[config.mk]
export PLATFORM = sky130hd
export DESIGN_NAME = seg7_scan4
export DESIGN_NICKNAME = d
export VERILOG_FILES = /design/src/rtl/seg7_scan4.sv
export SDC_FILE = /design/constraint.sdc
export NUM_CORES = 1
export LEC_CHECK = 0
export BUFFER_PORTS_ARGS = -buffer_cell sky130_fd_sc_hd__buf_2
export CELL_PAD_IN_SITES_DETAIL_PLACEMENT = 1
export CELL_PAD_IN_SITES_GLOBAL_PLACEMENT = 1
export CORE_ASPECT_RATIO = 1.25
export CORE_MARGIN = 1
export CORE_UTILIZATION = 35
export DETAILED_ROUTE_END_ITERATION = 8
export GPL_ROUTABILITY_DRIVEN = 0
export PLACE_DENSITY = 0.61
export SLEW_MARGIN = 15
export SYNTH_ARGS = -nofsm -noshare
export SYNTH_HDL_FRONTEND = slang
export SYNTH_SLANG_ARGS = --single-unit
export TNS_END_PERCENT = 50
[constraint.sdc]
create_clock -name clk -period 2.8 [get_ports clk]
set_clock_uncertainty 0.15 [all_clocks]
set_input_delay 0.42 -clock clk [delete_from_list [all_inputs] [get_ports clk]]
set_output_delay 0.42 -clock clk [all_outputs]
set_load 0.02 [all_outputs]
[src/rtl/seg7_scan4.sv]
// Four-digit multiplexed common-anode 7-segment scanner with per-frame snapshot,
// leading-zero blanking, per-digit decimal points and an anti-ghosting guard band.
module seg7_scan4 #(
   parameter int SCAN_DIV = 50000,
   parameter int GUARD    = 2
) (
   input  logic        clk,
   input  logic        clr,
   input  logic [15:0] dat,
   input  logic [3:0]  dpi,
   input  logic        blz,
   input  logic        hold,
   output logic [6:0]  seg,
   output logic        dp,
   output logic [3:0]  an,
   output logic        frm
);

   localparam int PW = $clog2(SCAN_DIV);
   localparam logic [PW-1:0] PC_LAST  = PW'(SCAN_DIV - 1);
   localparam logic [PW-1:0] PC_GUARD = PW'(GUARD);

   logic [PW-1:0] pc_r;
   logic [1:0]    idx_r;
   logic [15:0]   snap_r;
   logic [3:0]    dsnap_r;
   logic          wrap_s;
   logic          load_s;
   logic [3:0]    nib_s;
   logic          blank_s;
   logic [6:0]    seg_s;
   logic          dp_s;
   logic [3:0]    an_s;

   function automatic logic [6:0] hex_font(input logic [3:0] nib);
      logic [6:0] f;
      case (nib)
         4'h0:    f = 7'h40;
         4'h1:    f = 7'h79;
         4'h2:    f = 7'h24;
         4'h3:    f = 7'h30;
         4'h4:    f = 7'h19;
         4'h5:    f = 7'h12;
         4'h6:    f = 7'h02;
         4'h7:    f = 7'h78;
         4'h8:    f = 7'h00;
         4'h9:    f = 7'h10;
         4'hA:    f = 7'h08;
         4'hB:    f = 7'h03;
         4'hC:    f = 7'h46;
         4'hD:    f = 7'h21;
         4'hE:    f = 7'h06;
         4'hF:    f = 7'h0E;
         default: f = 7'h7F;
      endcase
      return f;
   endfunction

   assign wrap_s = (pc_r == PC_LAST);
   assign load_s = wrap_s && (idx_r == 2'd3) && !hold;
   assign frm    = (idx_r == 2'd0) && (pc_r == '0);

   // Prescaler and slot index; both wrap freely.
   always_ff @(posedge clk or posedge clr) begin
      if (clr) begin
         pc_r  <= '0;
         idx_r <= 2'd0;
      end else if (wrap_s) begin
         pc_r  <= '0;
         idx_r <= idx_r + 2'd1;
      end else begin
         pc_r  <= pc_r + PW'(1);
         idx_r <= idx_r;
      end
   end

   // Frame snapshot, taken only on the last cycle of slot 3 unless held.
   always_ff @(posedge clk or posedge clr) begin
      if (clr) begin
         snap_r  <= 16'h0000;
         dsnap_r <= 4'h0;
      end else if (load_s) begin
         snap_r  <= dat;
         dsnap_r <= dpi;
      end else begin
         snap_r  <= snap_r;
         dsnap_r <= dsnap_r;
      end
   end

   // Current-slot nibble and blanking; a digit blanks only if it and all digits left of it are zero.
   always_comb begin
      nib_s   = 4'h0;
      blank_s = 1'b0;
      case (idx_r)
         2'd0: begin
            nib_s   = snap_r[3:0];
            blank_s = 1'b0;
         end
         2'd1: begin
            nib_s   = snap_r[7:4];
            blank_s = blz && (snap_r[15:4] == 12'h000);
         end
         2'd2: begin
            nib_s   = snap_r[11:8];
            blank_s = blz && (snap_r[15:8] == 8'h00);
         end
         2'd3: begin
            nib_s   = snap_r[15:12];
            blank_s = blz && (snap_r[15:12] == 4'h0);
         end
         default: begin
            nib_s   = 4'h0;
            blank_s = 1'b0;
         end
      endcase
   end

   // Output decode; the anode of a blanked digit stays lit only to show its decimal point.
   always_comb begin
      an_s  = 4'b1111;
      seg_s = 7'h7F;
      dp_s  = 1'b1;
      if (pc_r < PC_GUARD) begin
         an_s  = 4'b1111;
         seg_s = 7'h7F;
         dp_s  = 1'b1;
      end else begin
         an_s  = ~(4'b0001 << idx_r);
         seg_s = blank_s ? 7'h7F : hex_font(nib_s);
         dp_s  = ~dsnap_r[idx_r];
         if (blank_s && !dsnap_r[idx_r]) begin
            an_s = 4'b1111;
         end else begin
            an_s = an_s;
         end
      end
   end

   // Output register stage; reset blanks the display immediately.
   always_ff @(posedge clk or posedge clr) begin
      if (clr) begin
         an  <= 4'b1111;
         seg <= 7'h7F;
         dp  <= 1'b1;
      end else begin
         an  <= an_s;
         seg <= seg_s;
         dp  <= dp_s;
      end
   end

endmodule
## Word level (Yosys, flattened, before mapping)

Memories as Yosys holds them, arrays and structs flattened.
Index checks and enable logic that the tools add are counted.

| operators by class | value |
|---|---|
| add/sub/neg operators | 2 |
| $mul | 0 |
| div/mod/pow operators | 0 |
| $lt $le $gt $ge | 2 |
| equal/unequal tests | 4 |
| shift operators | 1 |
| mux-type cells | 10 |
| bitwise operators | 2 |
| reductions and logical operators | 14 |

Operators by type and width:

| kind | count |
|---|---|
| adder 16 x 1 -> 16 bit (second input constant) | 1 |
| == test 16 bit (second input constant) | 1 |
| logical NOT 16 bit | 1 |
| less-than comparator 16 x 2 -> 1 bit (second input constant) | 1 |
| 2-to-1 mux 16 bit | 1 |
| case mux 4 bit (4 select lines) | 1 |
| 2-to-1 mux 7 bit | 2 |
| logical NOT 12 bit | 1 |
| logical NOT 8 bit | 1 |
| 2-to-1 mux 4 bit | 2 |
| logical AND 1 bit | 7 |
| == test 2 bit (second input constant) | 2 |
| logical NOT 4 bit | 1 |
| inverter 4 bit | 1 |
| case mux 1 bit (4 select lines) | 1 |
| left shift 1 x 2 -> 4 bit (first input constant) | 1 |
| less-than comparator 2 x 3 -> 1 bit (second input constant) | 1 |
| adder 2 x 1 -> 2 bit (second input constant) | 1 |
| binary-select mux 1 bit (select 2 bit) | 1 |
| == test 2 x 1 -> 1 bit (second input constant) | 1 |
| logical NOT 1 bit | 2 |
| logical NOT 2 bit | 1 |
| 2-to-1 mux 1 bit | 2 |
| inverter 1 bit | 1 |

| word-level totals | value |
|---|---|
| register bits after elaboration | 50 |
| bits in latches | 0 |
| RAM bits | 0 |
| memory bits (read-only) | 112 |
| bits of input ports | 24 |
| output and inout bits | 13 |
| logic and storage cells | 43 |
| memories kept | 1 |

Memories:

| memory | words | width | read ports | clocked after Yosys merged registers in | wr ports | RTL line | source |
|---|---|---|---|---|---|---|---|
| (name not given) | 16 | 7 | 1 | 0 | 0 | 37 | `case (nib)` |

## Longest topological paths before layout

Gate-level depths: netlist (run 1).

| logic depth | value |
|---|---|
| depth in word-level cells | 6 |
| gate-level depth with buffers | 11 |
| gate-level depth less buffers | 11 |

## Worst setup path after synthesis (run 1)

Ideal clock, no wire load.

| timing path | value |
|---|---|
| path type | reg-to-reg |
| start point | reg idx_r[0] |
| end point | reg seg[3] |
| library setup time | 0.091 ns |
| arrival time | 2.045 ns |
| data required time | 2.559 ns |
| slack | 0.514 ns |
| stages on the path, launching flop included | 11 |
| clock period less this slack | 2.286 ns |
| path through | dfrtp_1 inv_1 ha_1 clkbuf_1 mux2i_1 inv_1 ha_1 inv_1 o21ai_0 a21oi_1 o21ai_0 |

| on the way | value |
|---|---|
| word-level cells in the longest chain between the ends | 5 |
| elaborated cells between the ends (all ways) | 9 |

RTL lines:

| item | RTL line | source |
|---|---|---|
| from (decl) | 24 | `logic [1:0] idx_r;` |
| from (signal assigned) | 70 | `idx_r <= idx_r + 2'd1;` |
| from (signal assigned) | 73 | `idx_r <= idx_r;` |
| == test 2 bit, or another cell as far along | 95 | `case (idx_r)` |
| case mux 4 bit (4 select lines) | 95 |  |
| memory read (16 x 7 bit) | n/a |  |
| 2-to-1 mux 7 bit (*) | 130 | `seg_s = blank_s ? 7'h7F : hex_font(nib_s);` |
| 2-to-1 mux 7 bit (*) | 124 | `if (pc_r < PC_GUARD) begin` |
| via seg_s[3] | 31 | `logic [6:0] seg_s;` |
| to (signal assigned) | 148 | `seg <= seg_s;` |
| to (decl) | 13 | `output logic [6:0] seg,` |

The timed path passes the listed nets; every way through them passes the cells marked *.
A chain may end at the register's enable or synchronous reset.

## Worst setup path after layout (run 1)

Same ends and word-level chain as after synthesis.

==> results.json, run 1 <==
{
  "status": "completed",
  "avgSynthCellArea_sq_um": 11.4,
  "synth-main-ff-cell": "dfrtp_1",
  "crit_path_end_kind": "flop",
  "syn_area_sq_um": 2460,
  "powerDensity_nw_per_um2": 408,
  "yosysUniqueCellTypes": 38,
  "ioPinCount": 37,
  "portBuffers": 36,
  "drt_iter0_markers": 62,
  "syn_nets": 252,
  "cts-root-buf": "clkbuf_8",
  "cp_max_fo": 8,
  "critPathMaxStageDelay_ns": 0.43,
  "grt_overflow": 0,
  "n_antenna_cell": 0,
  "timing.final.crit_share": 0.869,
  "ys_seq_area_frac": 0.516,
  "place_inst": 337,
  "grt_usage": 0.159,
  "drive_gt1_frac": 0.256,
  "die_h_um": 95.7,
  "grt_max_degree": 51,
  "cts_tree": "done",
  "rsz0062_at_grt": "false",
  "grt_pass1_wl_um": 9000,
  "fp-row-count": 33,
  "die-area_sq_um": 7360,
  "start_kind": "flop",
  "design.core.area_sq_um": 6690,
  "final_antenna_net_count": 0,
  "max-slew-margin-rel": 0.587,
  "worstPathRequired_ns": 2.86,
  "fin_crit_ns": 2.43,
  "wl_um": 5160,
  "finalHoldViolCount": 0,
  "cts_buffer_depth": 2,
  "ir_drop_v": 0.000158,
  "cts_sinks": 50,
  "crit_type": "reg -> reg",
  "antenna_found_initial": 0,
  "finalSetupTns_ns": 0,
  "die_w_um": 76.9,
  "route.met2.wl_um": 2780,
  "ctsResizeCount": 0,
  "met3_length_um": 156,
  "vias": 1723,
  "min_path_type": "in -> async",
  "arrival_ns": 2.49,
  "leakage_nw": 1.40,
  "htree_num_levels": 2,
  "nets": 294,
  "top_layer_used": "met4",
  "ys_warn_count": 0,
  "syn_to_final_growth_pct": 15.2,
  "fmax_ghz": 0.411,
  "cp_slowest_cell": "dfrtp_1",
  "ys_ff_latch": 50,
  "slew_viol_final": 0,
  "synth-edff-count": 0,
  "path_cells": "ha_1 -> a22oi_1 -> nand2_1 -> mux2i_1 -> inv_1 -> ha_1 -> inv_1 -> o21ai_0 -> a21oi_1 -> o21ai_0",
  "clk_pin_slew_ns": 0.09,
  "drt-met1-wl_um": 2170,
  "stdcell_count": 345,
  "async_reset_ff_frac": 1.00,
  "vias_per_cell": 4.99,
  "tightest_slew_ns": 0.613,
  "holdBufCountCts": 0,
  "wl_per_cell_um": 15.0,
  "cts_buffers": 5,
  "clock_latency_ns": 0.30,
  "syn_inst": 215,
  "drv_cap": 0,
  "setup_violations": 0,
  "start_util": 0.367,
  "dp.final_hpwl_um": 3930,
  "drt_first_pass_iters": 4,
  "drc_errors": 0,
  "postCtsSetupRepairBufs": 0,
  "grt_pass1_vias": 1879
}
[cells by family after synthesis]
kind of cell             after synthesis  synth area share
XOR/XNOR                              14            0.0499
adder cells (fa/ha/maj)               13            0.0662
multiplexers                          25             0.118
AND/OR/NAND/NOR                       68             0.143
AO/OA/AOI/OAI                         25            0.0708
buffers and inverters                 20            0.0372
flip-flops                            50             0.516
[where the power goes]
part           switching, W  leakage [nW]  internal (W)
registers                 0         0.641      0.000722
logic             0.0000188         0.715     0.0000125
clock network      0.000229        0.0450      0.000174
total              0.000247          1.40      0.000909
[per-stage QoR]
| stage | hold slack (ns) | util | cell area (sq um) | power [W] | setup WS, ns |
|---|---|---|---|---|---|
| floorplan | 0.302 | - | 2460 | 0.000747 | 0.514 |
| global placement | 0.326 | 0.411 | 2750 | 0.000769 | 0.426 |
| detailed placement | 0.329 | 0.411 | 2750 | 0.000769 | 0.337 |
| CTS | 0.136 | 0.423 | 2830 | 0.00118 | 0.316 |
| global route | 0.174 | 0.423 | 2830 | 0.00120 | 0.0412 |
| finish | 0.0987 | 0.423 | 2830 | 0.00116 | 0.367 |
[layout by cell type (no fill, tap or decap), drive strengths merged, types with 2 or more instances in the layout]
cell type	synthesis	final
buf	3	42
dfrtp	38	38
mux2	21	21
nand2	19	19
ha	13	13
inv	13	13
nor2	12	12
dfstp	12	12
nand3	9	9
xnor2	9	9
nor3	7	7
nor4	7	7
clkbuf	4	6
o21ai	5	5
xor2	5	5
a21oi	4	4
o211ai	4	4
mux2i	3	3
a21o	3	3
a22oi	2	2
nor2b	2	2
a222oi	2	2
nand2b	2	2
nand3b	2	2
or3	2	2
o221ai	2	2
nand4	2	2
clkinv	0	2
[synthesized netlist by cell type, types with 3 or more instances]
cell       n  area share
a21o_1     3      0.0092
a21oi_1    4      0.0082
clkbuf_1   4      0.0061
dfrtp_1   38        0.39
dfstp_2   12        0.13
ha_1      13       0.066
inv_1     13       0.020
mux2_1    20       0.092
mux2i_1    3       0.012
nand2_1   19       0.029
nand3_1    9       0.018
nor2_1    12       0.018
nor3_1     7       0.014
nor4_1     6       0.015
o211ai_1   4       0.012
o21ai_0    5       0.010
xnor2_1    9       0.032
xor2_1     5       0.018
[final timing paths]
| kind | cells past startpoint | from | slack (ns) | endpoint |
|---|---|---|---|---|
| worst max-delay path | 10 | idx_r[0] | 0.37 | seg[3] |
| worst min-delay path | 3 | clr | 0.1 | snap_r[9] |
| worst max register to register | 10 | idx_r[0] | 0.37 | seg[3] |
| worst min register to register | 1 | snap_r[2] | 0.34 | snap_r[2] |
| max in group asynchronous | 3 | clr | 1.95 | pc_r[12] |
| min in group clk | 2 | dpi[2] | 0.18 | dsnap_r[2] |
[cell type report]
type | count | area (sq um)
Tap cell | 87 | 109
Sequential cell | 50 | 1270
Fill cell | 768 | 3860
Timing Repair Buffer | 42 | 225
Multi-Input combinational cell | 145 | 1100
Inverter | 13 | 48.8
Clock inverter | 2 | 10.0
Clock buffer | 6 | 72.6
[state kept, by name (all words and copies together) (netlist names)]
signal   count
dp           1
seg          7
snap_r      16
pc_r        16
dsnap_r      4
an           4
idx_r        2
[worst max-delay path: cells and delay by family, from the launching register on]
kind | cells | cell delay, ns
fa+ha+maj | 2 | 0.56
compound gates | 4 | 0.49
flops | 1 | 0.43
mux | 1 | 0.36
buf+inv | 2 | 0.27
simple gates | 1 | 0.07
[layer usage]
metal	vias to the layer above	global-route usage
met2	26	0.304
met3	6	0.0287
li1	832	-
met4	0	0.0481
met1	859	0.180
met5	-	0
Power figures use the tool's default switching activity.
==> run 2: changes to the inputs <==
--- a/config.mk
+++ b/config.mk
@@ -14,6 +14,7 @@
 export DETAILED_ROUTE_END_ITERATION = 8
 export GPL_ROUTABILITY_DRIVEN = 0
 export PLACE_DENSITY = 0.61
+export REMOVE_ABC_BUFFERS = 1
 export SLEW_MARGIN = 15
 export SYNTH_ARGS = -nofsm -noshare
 export SYNTH_HDL_FRONTEND = slang
==> run 2 against run 1 <==
Effect of this change: critical path depth shrank 1; register-to-register slack lost 0.02 ns; worst hold slack improved by 0.068 ns; wire length increased by 2.2%; utilization increased by 0.60 points; combinational power increased by 5%; sequential cell count stayed put; via count shrank 0.17%; sequential share of layout area shrank 0.62 points; global-route usage rose by 0.050 points; critical path type unchanged; critical endpoint unchanged; largest cell class unchanged; highest routed layer unchanged.
==> results.json, run 2 (same netlist as run 1, synthesis figures left out) <==
{
  "status": "completed",
  "rr_worst_depth": 9,
  "reg_top3": "pc_r (16), snap_r (16), seg (7)",
  "pwr-share-comb": 0.026,
  "crit_type": "reg -> reg",
  "finalHoldViolCount": 0,
  "drc_errors": 0,
  "vias_per_cell": 4.99,
  "nets": 294,
  "p_sw_w": 0.000270,
  "cts_buffer_depth": 2,
  "cp_max_fo": 8,
  "max-slew-margin-rel": 0.582,
  "die_h_um": 95.7,
  "place_inst": 336,
  "reg2reg_setup_slack_ns": 0.35,
  "p_seq_frac": 0.567,
  "grt_pass1_wl_um": 9000,
  "n_antenna_cell": 0,
  "rr_startpoint": "idx_r[0]",
  "clock_latency_ns": 0.31,
  "min_path_cells": 2,
  "ir_drop_v": 0.000237,
  "drive_gt1_frac": 0.264,
  "cts_tree": "done",
  "p_sw_frac": 0.212,
  "start_kind": "flop",
  "ioPinCount": 37,
  "crit_path_end_kind": "flop",
  "dp.final_hpwl_um": 4120,
  "finalSetupTns_ns": 0,
  "worstPathRequired_ns": 2.87,
  "clock_power_share": 0.408,
  "min_path_type": "in -> reg",
  "stdcell_count": 345,
  "portBuffers": 36,
  "hp-start": "dat[13]",
  "start_util": 0.367,
  "postCtsSetupRepairBufs": 0,
  "slew_viol_final": 0,
  "r2r-end": "seg[3]",
  "fmax_ghz": 0.408,
  "wl_per_cell_um": 15.3,
  "drv_cap": 0,
  "fp-row-count": 33,
  "rsz0062_at_grt": "false",
  "final_common_cell": "dfrtp_1",
  "multiInputGateArea_sq_um": 1110,
  "arrival_ns": 2.53,
  "syn_to_final_growth_pct": 16.9,
  "drt_first_pass_iters": 4,
  "drt_iter0_markers": 48,
  "powerDensity_nw_per_um2": 444,
  "antenna_found_initial": 0,
  "grt_overflow": 0,
  "fill_cells": 771,
  "fin_crit_ns": 2.45,
  "setup_violations": 0,
  "cts_buffers": 5,
  "die_w_um": 76.9,
  "final_antenna_net_count": 0,
  "cts-root-buf": "clkbuf_8",
  "ff_latch_area_sq_um": 1270,
  "vias": 1720,
  "grt_max_degree": 20,
  "leakage_nw": 1.40,
  "final_cell_mix": "dfrtp_1, buf_2, mux2_1",
  "die-area_sq_um": 7360,
  "timing.final.crit_share": 0.876,
  "cts_sinks": 50,
  "power.internal_w": 0.00100,
  "htree_num_levels": 2,
  "design.core.area_sq_um": 6690,
  "grt_usage": 0.160,
  "grt_pass1_vias": 1820,
  "hold_path_end": "snap_r[13]",
  "wl_um": 5280,
  "tightest_slew_ns": 0.615,
  "clk_pin_slew_ns": 0.10
}
==> run 2: changes by cell type in the layout (fill, tap and decap cells not counted), sizes merged <==
cell         change
buf              -1
bufinv           +1
clkbuf           -1
clkinv           -1
dlygate4sd3      +1
inv              +1
==> run 2: layout make-up <==
class	instances	share of cell area
multi-input combinational	145	0.385
sequential	50	0.441
clock inverter	3	0.0153
inverter	13	0.0170
timing repair buffer	42	0.0793
clock buffer	5	0.0240
tap	87	0.0379
==> run 2: repair_timing <==
item | in CTS | in global routing
endpoints found under the hold margin | 9 | 0
hold buffers | 1 | 0
endpoints found under the setup margin | 0 | 2
gates resized for setup | 0 | 2
==> run 2: layer usage <==
layer,vias to the layer above,track usage,part of all wire
li1,829,-,-
met1,843,0.202,0.46
met2,41,0.269,0.49
met3,7,0.0364,0.039
met4,0,0.0529,0.015
met5,-,0,0
==> run 2: power by group through the flow <==
stage,clock [W],sequential (W),combinational (W)
after global placement,0,0.000736,0.0000333
after floorplan,0,0.000736,0.0000108
final,0.000520,0.000722,0.0000330
after global routing,0.000563,0.000723,0.0000385
after detailed placement,0,0.000736,0.0000338
after CTS,0.000546,0.000723,0.0000349
==> run 2: how the worst max path moves through the flow <==
stage	start	endpoint	slack, ns	cells past startpoint
floorplan	pc_r[11]	dsnap_r[0]	0.14	5
global placement	idx_r[0]	seg[3]	0.36	10
detailed placement	idx_r[0]	seg[0]	0.26	6
CTS	idx_r[0]	seg[0]	0.20	6
global route	idx_r[0]	seg[3]	0.08	9
finish	idx_r[0]	seg[3]	0.35	9
==> run 2: per-stage QoR <==
| step | setup slack (ns) | power [W] | area, sq um | hold slack [ns] | utilization |
|---|---|---|---|---|---|
| 6_report | 0.346 | 0.00128 | 2870 | 0.167 | 0.429 |
| 5_1_grt | 0.0764 | 0.00132 | 2870 | 0.153 | 0.429 |
| 4_1_cts | 0.203 | 0.00130 | 2860 | 0.154 | 0.428 |
| 3_5_place_dp | 0.261 | 0.000770 | 2740 | 0.271 | 0.410 |
| 3_3_place_gp | 0.362 | 0.000769 | 2740 | 0.271 | 0.410 |
| 2_1_floorplan | 0.136 | 0.000747 | 2410 | 0.302 | - |
==> run 2: critical path, cell delays in order, from the launching register on <==
cell     delay, ns
dfrtp_1       0.44
inv_1         0.15
ha_1          0.41
mux2i_2       0.40
inv_1         0.17
ha_1          0.25
inv_1         0.08
o21ai_0       0.09
a21oi_1       0.14
o21ai_0       0.09
